--- src/rtl/prog_loader.sv ---
// Byte-stream program loader: 16-bit word count, little-endian words into instruction
// memory, then releases the core. Optional trailing checksum byte under LOADER_CHECKSUM_EN.
module prog_loader #(
  parameter logic [31:0] ADDR_BASE = 32'h0000_0000
) (
  input  logic        clk,
  input  logic        reset,
  input  logic        rx_valid,
  input  logic [7:0]  rx_data,
  output logic        rx_ready,
  output logic        imem_we,
  output logic [31:0] imem_addr,
  output logic [31:0] imem_wdata,
  output logic        core_reset,
  output logic        done,
  output logic        error
);

`ifdef LOADER_CHECKSUM_EN
  typedef enum logic [2:0] {LEN0, LEN1, DATA, CSUM, RUN, ERR} state_e;
  localparam state_e POST_DATA = CSUM;
`else
  typedef enum logic [2:0] {LEN0, LEN1, DATA, RUN} state_e;
  localparam state_e POST_DATA = RUN;
`endif

  state_e      state_q, state_d;
  logic [15:0] count_q, count_d;
  logic [1:0]  idx_q, idx_d;
  logic [23:0] buf_q, buf_d;
  logic        we_q, we_d;
  logic [31:0] addr_q, addr_d;
  logic [31:0] wdata_q, wdata_d;
  logic        xfer;
`ifdef LOADER_CHECKSUM_EN
  logic [7:0]  sum_q, sum_d;
  logic [7:0]  csum_total;
`endif

  always_comb begin
    rx_ready = 1'b0;
    case (state_q)
      LEN0, LEN1: rx_ready = 1'b1;
      DATA:       rx_ready = ~we_q;
`ifdef LOADER_CHECKSUM_EN
      CSUM:       rx_ready = 1'b1;
`endif
      default:    rx_ready = 1'b0;
    endcase
  end

  assign xfer = rx_valid & rx_ready;

  always_comb begin
    state_d = state_q;
    count_d = count_q;
    idx_d   = idx_q;
    buf_d   = buf_q;
    we_d    = 1'b0;
    addr_d  = addr_q;
    wdata_d = wdata_q;
`ifdef LOADER_CHECKSUM_EN
    sum_d      = sum_q;
    csum_total = sum_q + rx_data;
`endif
    case (state_q)
      LEN0: begin
        if (xfer) begin
          count_d[7:0] = rx_data;
          state_d      = LEN1;
        end
      end
      LEN1: begin
        if (xfer) begin
          count_d[15:8] = rx_data;
          state_d       = ({rx_data, count_q[7:0]} == 16'd0) ? POST_DATA : DATA;
        end
      end
      DATA: begin
        // The write cycle retires one word; count holds the words still to be written.
        if (we_q) begin
          addr_d  = addr_q + 32'd4;
          count_d = count_q - 16'd1;
          if (count_q == 16'd1) state_d = POST_DATA;
        end else if (xfer) begin
`ifdef LOADER_CHECKSUM_EN
          sum_d = sum_q + rx_data;
`endif
          idx_d = idx_q + 2'd1;
          case (idx_q)
            2'd0: buf_d[7:0]   = rx_data;
            2'd1: buf_d[15:8]  = rx_data;
            2'd2: buf_d[23:16] = rx_data;
            default: begin
              wdata_d = {rx_data, buf_q};
              we_d    = 1'b1;
            end
          endcase
        end
      end
`ifdef LOADER_CHECKSUM_EN
      CSUM: begin
        if (xfer) state_d = (csum_total == 8'h00) ? RUN : ERR;
      end
`endif
      default: ;
    endcase
  end

  always_ff @(posedge clk) begin
    if (reset) begin
      state_q <= LEN0;
      count_q <= 16'd0;
      idx_q   <= 2'd0;
      buf_q   <= 24'd0;
      we_q    <= 1'b0;
      addr_q  <= ADDR_BASE;
      wdata_q <= 32'd0;
`ifdef LOADER_CHECKSUM_EN
      sum_q   <= 8'd0;
`endif
    end else begin
      state_q <= state_d;
      count_q <= count_d;
      idx_q   <= idx_d;
      buf_q   <= buf_d;
      we_q    <= we_d;
      addr_q  <= addr_d;
      wdata_q <= wdata_d;
`ifdef LOADER_CHECKSUM_EN
      sum_q   <= sum_d;
`endif
    end
  end

  assign imem_we    = we_q;
  assign imem_addr  = addr_q;
  assign imem_wdata = wdata_q;
  assign core_reset = (state_q != RUN);
  assign done       = (state_q == RUN);
`ifdef LOADER_CHECKSUM_EN
  assign error      = (state_q == ERR);
`else
  assign error      = 1'b0;
`endif

endmodule

--- config.mk ---
export PLATFORM = sky130hd
export DESIGN_NAME = prog_loader
export DESIGN_NICKNAME = d
export VERILOG_FILES = /design/src/rtl/prog_loader.sv
export SDC_FILE = /design/constraint.sdc
export NUM_CORES = 1
export LEC_CHECK = 0
export ABC_CLOCK_PERIOD_IN_PS = 5900
export BUFFER_PORTS_ARGS = -buffer_cell sky130_fd_sc_hd__buf_2
export CORE_UTILIZATION = 60
export CTS_CLUSTER_DIAMETER = 60
export CTS_CLUSTER_SIZE = 12
export DETAILED_ROUTE_END_ITERATION = 8
export PLACE_DENSITY_LB_ADDON = 0.08
export REMOVE_ABC_BUFFERS = 1
export SYNTH_ARGS = -nofsm -noshare
export SYNTH_HDL_FRONTEND = slang
export SYNTH_SLANG_ARGS = --single-unit
--- constraint.sdc ---
create_clock -name clk -period 5.9 [get_ports clk]
set_input_delay 0.885 -clock clk [delete_from_list [all_inputs] [get_ports clk]]
set_output_delay 0.885 -clock clk [all_outputs]
set_load 0.005 [all_outputs]
==> out/summary.txt, run 1 <==
status -> finished clean
Ant. Diodes -> 0
Least-Margin Pin Slew -> 1.247 ns
worst IR drop on VDD -> 0.3283 mV
HP Class -> flop to flop
CP Class -> flop to flop
core area -> 7370 µm²
Pint -> 1.247 mW
row cnt -> 31
CTS tree -> yes
vias per cell -> 5.659
CP delay by family, top -> simple AND/OR/NAND/NOR gates
initial core utilization -> 0.6316
sw frac -> 0.3579
top-level I/O count -> 80
Critical Path, Cell by Cell -> inv_1 > ha_1 > clkinv_1 > nor3_2 > buf_4 > and2_1 > nand2_1 > a21oi_1
setup TNS -> 0 ns
Post-DP HPWL -> 7.050 mm
Final Hold Violating Endpoints -> 0
first-pass GRT wire length -> 17.41 mm
Crit. Startpoint -> state_q[0]
minimum clock period -> 4.146 ns
first drt pass iteration count -> 5
clock root cell -> clkbuf_8
die height -> 90.08 µm
post-synthesis sequential area ratio -> 0.4602
reg-to-reg startpoint -> state_q[0]
worst skew pair latency -> 0.36 ns
area growth from synthesis to layout -> 12.72%
total CTS buffers -> 9
Tcrit/Tclk final -> 0.7027
post-synthesis cell count -> 582
Seq cells post-synth -> 107
DRC -> 0
CP Buf/Inv Count -> 3
worst hold path startpoint -> buf_q[12]
cts-stage hold buffer count -> 0
Die Width -> 90.08 µm
Reg power frac -> 0.432
RSZ-0062 raised after global routing -> false
final net count -> 660
required time of the critical path -> 6.19 ns
routability cong. -> 0.9681
initial antenna violation count -> 0
Post-CTS Setup Bufs -> 0
Startpoint Class -> flop
clk sinks -> 107
final number of setup-violating endpoints -> 0
clk_skew -> 0.009398 ns
GRT Resource Usage Total -> 0.2623
FILL cells -> 612
Yosys Warn Count -> 0
final wirelength -> 10.39 mm
H-tree depth -> 3
clock-pin slew of the registers on the worst-case setup and hold paths -> 0.10 ns
FMAX -> 241.2 MHz
post-route ant nets -> 0
Clock power frac -> 0.248
leak pwr -> 1.993 nW
Post-CTS Resized -> 0
share of cells above drive strength 1 -> 0.1555
post-synth cell types -> 47
Critical Path End Type -> flop
Post-Syn Area -> 4654 µm²
Max transition margin -> 0.1636
GRT overflow -> 0
WL per Instance -> 14.00 µm
pwr/cell area -> 370.2 nW/µm²
syn_area_per_cell -> 7.997 µm²
Buffers on Ports -> 76
Critical-path top delay cell -> and2_1
Net Switching -> 0.6952 mW
total number of vias -> 4199
combinational share of power -> 0.320
die area -> 8114 µm²
total power -> 1.942 mW
CTS max path bufs -> 2
CP peak stage delay -> 0.93 ns
DR iter-0 viols -> 263
vias in the first global route -> 3788
critical path arrival -> 4.44 ns
Crit Path Max Fanout -> 32
Pins Over Slew Limit -> 0
Max Cap Viol -> 0
largest net degree at the start of global routing -> 57
==> power groups by stage <==
stage,clock network (mW),registers [mW],logic [mW]
after floorplan,0,0.841,0.464
final,0.481,0.840,0.621
after global routing,0.521,0.850,0.686
after CTS,0.491,0.839,0.609
after global placement,0,0.853,0.593
after detailed placement,0,0.855,0.607
==> through the flow <==
step	hold slack (ns)	instances	util	area (µm²)	worst slack [ns]
final	0.4534	742	0.7119	5246	1.754
after global placement	0.4384	726	0.6827	5031	2.034
after detailed placement	0.4451	726	0.6827	5031	1.821
after global routing	0.4750	742	0.7119	5246	1.309
after CTS	0.4554	742	0.7119	5246	1.792
after floorplan	0.4260	549	-	4507	1.296
==> routing by layer <==
| layer | share of wire | vias to the layer above | global-route usage |
|---|---|---|---|
| met5 | 0 | - | 0 |
| met4 | 0.013 | 0 | 0.09677 |
| met3 | 0.065 | 11 | 0.04738 |
| met2 | 0.47 | 155 | 0.4396 |
| met1 | 0.45 | 1938 | 0.3371 |
| li1 | - | 2095 | - |
==> state kept, by name, summed over array words and instances (netlist names) <==
name,flops
buf_q,24
count_q,16
idx_q,2
imem_addr,30
imem_wdata,32
imem_we,1
state_q,2
==> area by class of cell <==
cell class,count,area [µm²],area share
Clock inverter,6,87.58,0.01669
Clock buffer,10,127.6,0.02433
Timing Repair Buffer,78,395.4,0.07536
Multi-Input combinational cell,428,2317,0.4417
Tap cell,99,123.9,0.02361
Sequential cell,107,2142,0.4083
Inverter,14,52.55,0.01002
==> cells in the mapped netlist, drive strengths merged <==
library cell	n	share of area
a21oi	73	0.078
clkbuf	26	0.021
conb	1	0.00081
a211oi	4	0.0065
nand4b	1	0.0019
o22ai	4	0.0054
o32ai	1	0.0019
or4	4	0.0073
and3	3	0.0040
dfxtp	107	0.46
nor3b	2	0.0032
a221oi	1	0.0032
or3	3	0.0040
a22oi	2	0.0032
o21ai	18	0.019
a211o	2	0.0038
nand2	113	0.091
a31oi	9	0.012
nor2b	7	0.0094
xor2	6	0.011
and3b	1	0.0019
or3b	1	0.0019
nor3	15	0.016
inv	13	0.010
buf	9	0.012
xnor2	22	0.041
nor4b	1	0.0019
nand3	34	0.037
nand2b	2	0.0027
clkinv	1	0.00081
ha	11	0.030
or2	2	0.0027
and2	3	0.0040
mux2i	4	0.0086
o21ba	1	0.0022
a32oi	1	0.0019
nand4	4	0.0054
and4	5	0.0094
nor2	51	0.043
nand3b	1	0.0016
o21bai	1	0.0016
nor4	12	0.016
==> layout by cell type, fill, tap and decap left out, types with 7 or more instances in the layout <==
master,instances
ha_1,11
dfxtp_1,107
o21ai_0,18
nand3_1,34
clkbuf_8,9
nor3_1,14
a21oi_1,73
xnor2_1,22
buf_2,76
nor2b_1,7
nand2_1,113
nor2_1,50
inv_1,13
a31oi_1,9
nor4_1,12
==> worst min-delay path, stage by stage (launching register included) <==
cell and delay [ns]:
dfxtp_1 0.32, nand2_1 0.05, a21oi_1 0.05
==> worst paths after layout <==
path                                        to  slack (ns)  cells past startpoint
worst min register to register  imem_wdata[12]        0.45                      2
worst min-delay path            imem_wdata[12]        0.45                      2
worst max-delay path            imem_wdata[21]        1.75                      8
worst max register to register  imem_wdata[21]        1.75                      8
==> cell families (layout without fill, tap and decap cells) <==
| family | Yosys count | count (layout) | synth area share |
|---|---|---|---|
| DFF | 107 | 107 | 0.4602 |
| AOI/OAI and AO/OA | 117 | 117 | 0.1395 |
| other | 1 | 3 | 0.0008057 |
| xor gates and xnor gates | 28 | 28 | 0.05269 |
| adders and majority gates | 11 | 11 | 0.02957 |
| and+or+nand+nor | 265 | 265 | 0.2640 |
| buffers and inverters | 49 | 108 | 0.04462 |
| muxes | 4 | 4 | 0.008602 |
No activity file was read; power rests on OpenSTA's default activity.
==> run 2, diff against run 1 <==
ABC_CLOCK_PERIOD_IN_PS = 3700   (was 5900)
CORE_UTILIZATION = 50   (was 60)
clock period = 3.7 ns   (was 5.9 ns; I/O delays follow)
==> run 2 against run 1 <==
Largest power group unchanged. Core utilization is 11 points lower. Largest cell class unchanged. Cell count is 2.0% higher. Hold slack better by 0.0042 ns. Combinational power is 64% higher. Wire length is 1.9% higher. Count of clock-buffer cells in the layout is 1 lower. The flow now finishes with violations (DRC). Via count is 1.7% lower. Die area is 20% higher. Sequential share of layout area is 0.44 points lower. Highest routed layer unchanged. Register-to-register slack worse by 0.68 ns. Clock power is 50% higher.
==> out/summary.txt, run 2 (same netlist as run 1, synthesis figures left out) <==
vias per cell -> 5.454
worst skew pair latency -> 0.37 ns
Max transition margin -> 0.5002
Die Width -> 98.48 µm
first drt pass iteration count -> 8
final net count -> 667
row cnt -> 34
required time of the critical path -> 3.14 ns
CP Class -> flop to output port
dpl ws -> 1.060 ns
Buffers on Ports -> 76
total power -> 3.079 mW
setup TNS -> 0 ns
leak pwr -> 2.022 nW
Post-CTS Resized -> 0
Critical Path End Type -> output port
clock-pin slew of the registers on the worst-case setup and hold paths -> 0.09 ns
total number of vias -> 4129
Post-DP HPWL -> 7.278 mm
RSZ-0062 raised after global routing -> false
most frequent cells in the layout -> nand2_1, dfxtp_1, buf_2
final number of setup-violating endpoints -> 0
Final Hold Violating Endpoints -> 0
FMAX -> 351.0 MHz
Final Instance Area -> 5304 µm²
FILL cells -> 817
vias in the first global route -> 3707
cts-stage hold buffer count -> 0
largest net degree at the start of global routing -> 69
core area -> 8848 µm²
GRT Resource Usage Total -> 0.2254
Max Cap Viol -> 0
placed inst area -> 5107 µm²
PnR worst setup slack -> 0.8512 ns
status -> finished, violations left
final wirelength -> 10.59 mm
DRC -> 5
Ant. Diodes -> 0
Startpoint Class -> flop
Pins Over Slew Limit -> 0
routability cong. -> 0.8469
clk sinks -> 107
first-pass GRT wire length -> 17.60 mm
GRT overflow -> 0
pwr/cell area -> 580.5 nW/µm²
minimum clock period -> 2.849 ns
CP peak stage delay -> 0.57 ns
Crit Path Max Fanout -> 20
DR iter-0 viols -> 230
top-level I/O count -> 80
post-route ant nets -> 0
CTS max path bufs -> 2
clock root cell -> clkbuf_8
max FFs per register -> 32
area growth from synthesis to layout -> 13.95%
H-tree depth -> 3
Post-CTS Setup Bufs -> 0
critical path arrival -> 2.29 ns
worst IR drop on VDD -> 0.3034 mV
share of cells above drive strength 1 -> 0.1649
clk_skew -> 0.01056 ns
register area -> 2142 µm²
violated checks -> DRC
WL per Instance -> 13.99 µm
Tcrit/Tclk final -> 0.7699
total CTS buffers -> 9
die area -> 9698 µm²
Least-Margin Pin Slew -> 0.7497 ns
initial antenna violation count -> 0
leading cell type in the layout, fill and taps excluded -> nand2_1
multi-input logic area -> 2317 µm²
CTS tree -> yes
initial core utilization -> 0.5260
die height -> 98.48 µm
HP Class -> flop to flop
Critical Path, Cell by Cell -> inv_1 > ha_1 > buf_4 > nor2b_1 > nor3_1 > nor2_1 > buf_2
Critical-path top delay cell -> ha_1
-- run 2: cell type report --
class	instances	share of cell area
clock buffers	9	0.02335
clock inverters	6	0.01368
inverters	14	0.009908
multi-input cells	428	0.4369
flip-flops and latches	107	0.4039
well taps	108	0.02548
repair buffers	85	0.08681
-- run 2: metal layers --
metal	vias to the layer above	GRT usage	wire length [µm]
li1	2110	-	-
met1	1889	0.3032	5146
met2	113	0.3613	4703
met3	17	0.04610	556
met4	0	0.07922	182
met5	-	0	0
-- run 2: worst paths after layout --
path                  from             to  slack (ns)  cells past startpoint
min reg2reg  imem_wdata[3]  imem_wdata[3]        0.46                      2
min          imem_wdata[3]  imem_wdata[3]        0.46                      2
max             state_q[0]       rx_ready        0.85                      7
max reg2reg     state_q[0]  imem_addr[28]        1.07                      7
-- run 2: worst max-delay path: cells and delay by family (launching register included) --
family / cells / cell delay [ns]
buf+inv: 3 / 0.52
flops: 1 / 0.34
fa+ha+maj: 1 / 0.57
simple gates: 3 / 0.50
-- run 2: stage by stage --
step | hold WS (ns) | instances | utilization
after global placement | 0.4384 | 742 | 0.5772
after global routing | 0.4818 | 757 | 0.5994
after CTS | 0.4577 | 757 | 0.5994
after detailed placement | 0.4434 | 742 | 0.5772
final | 0.4575 | 757 | 0.5994
after floorplan | 0.4260 | 549 | -
-- run 2: where the power goes --
| part | switching, mW | internal, mW | total, mW |
|---|---|---|---|
| combinational | 0.643 | 0.380 | 1.02 |
| clock | 0.402 | 0.318 | 0.720 |
| sequential | 0.0875 | 1.25 | 1.34 |
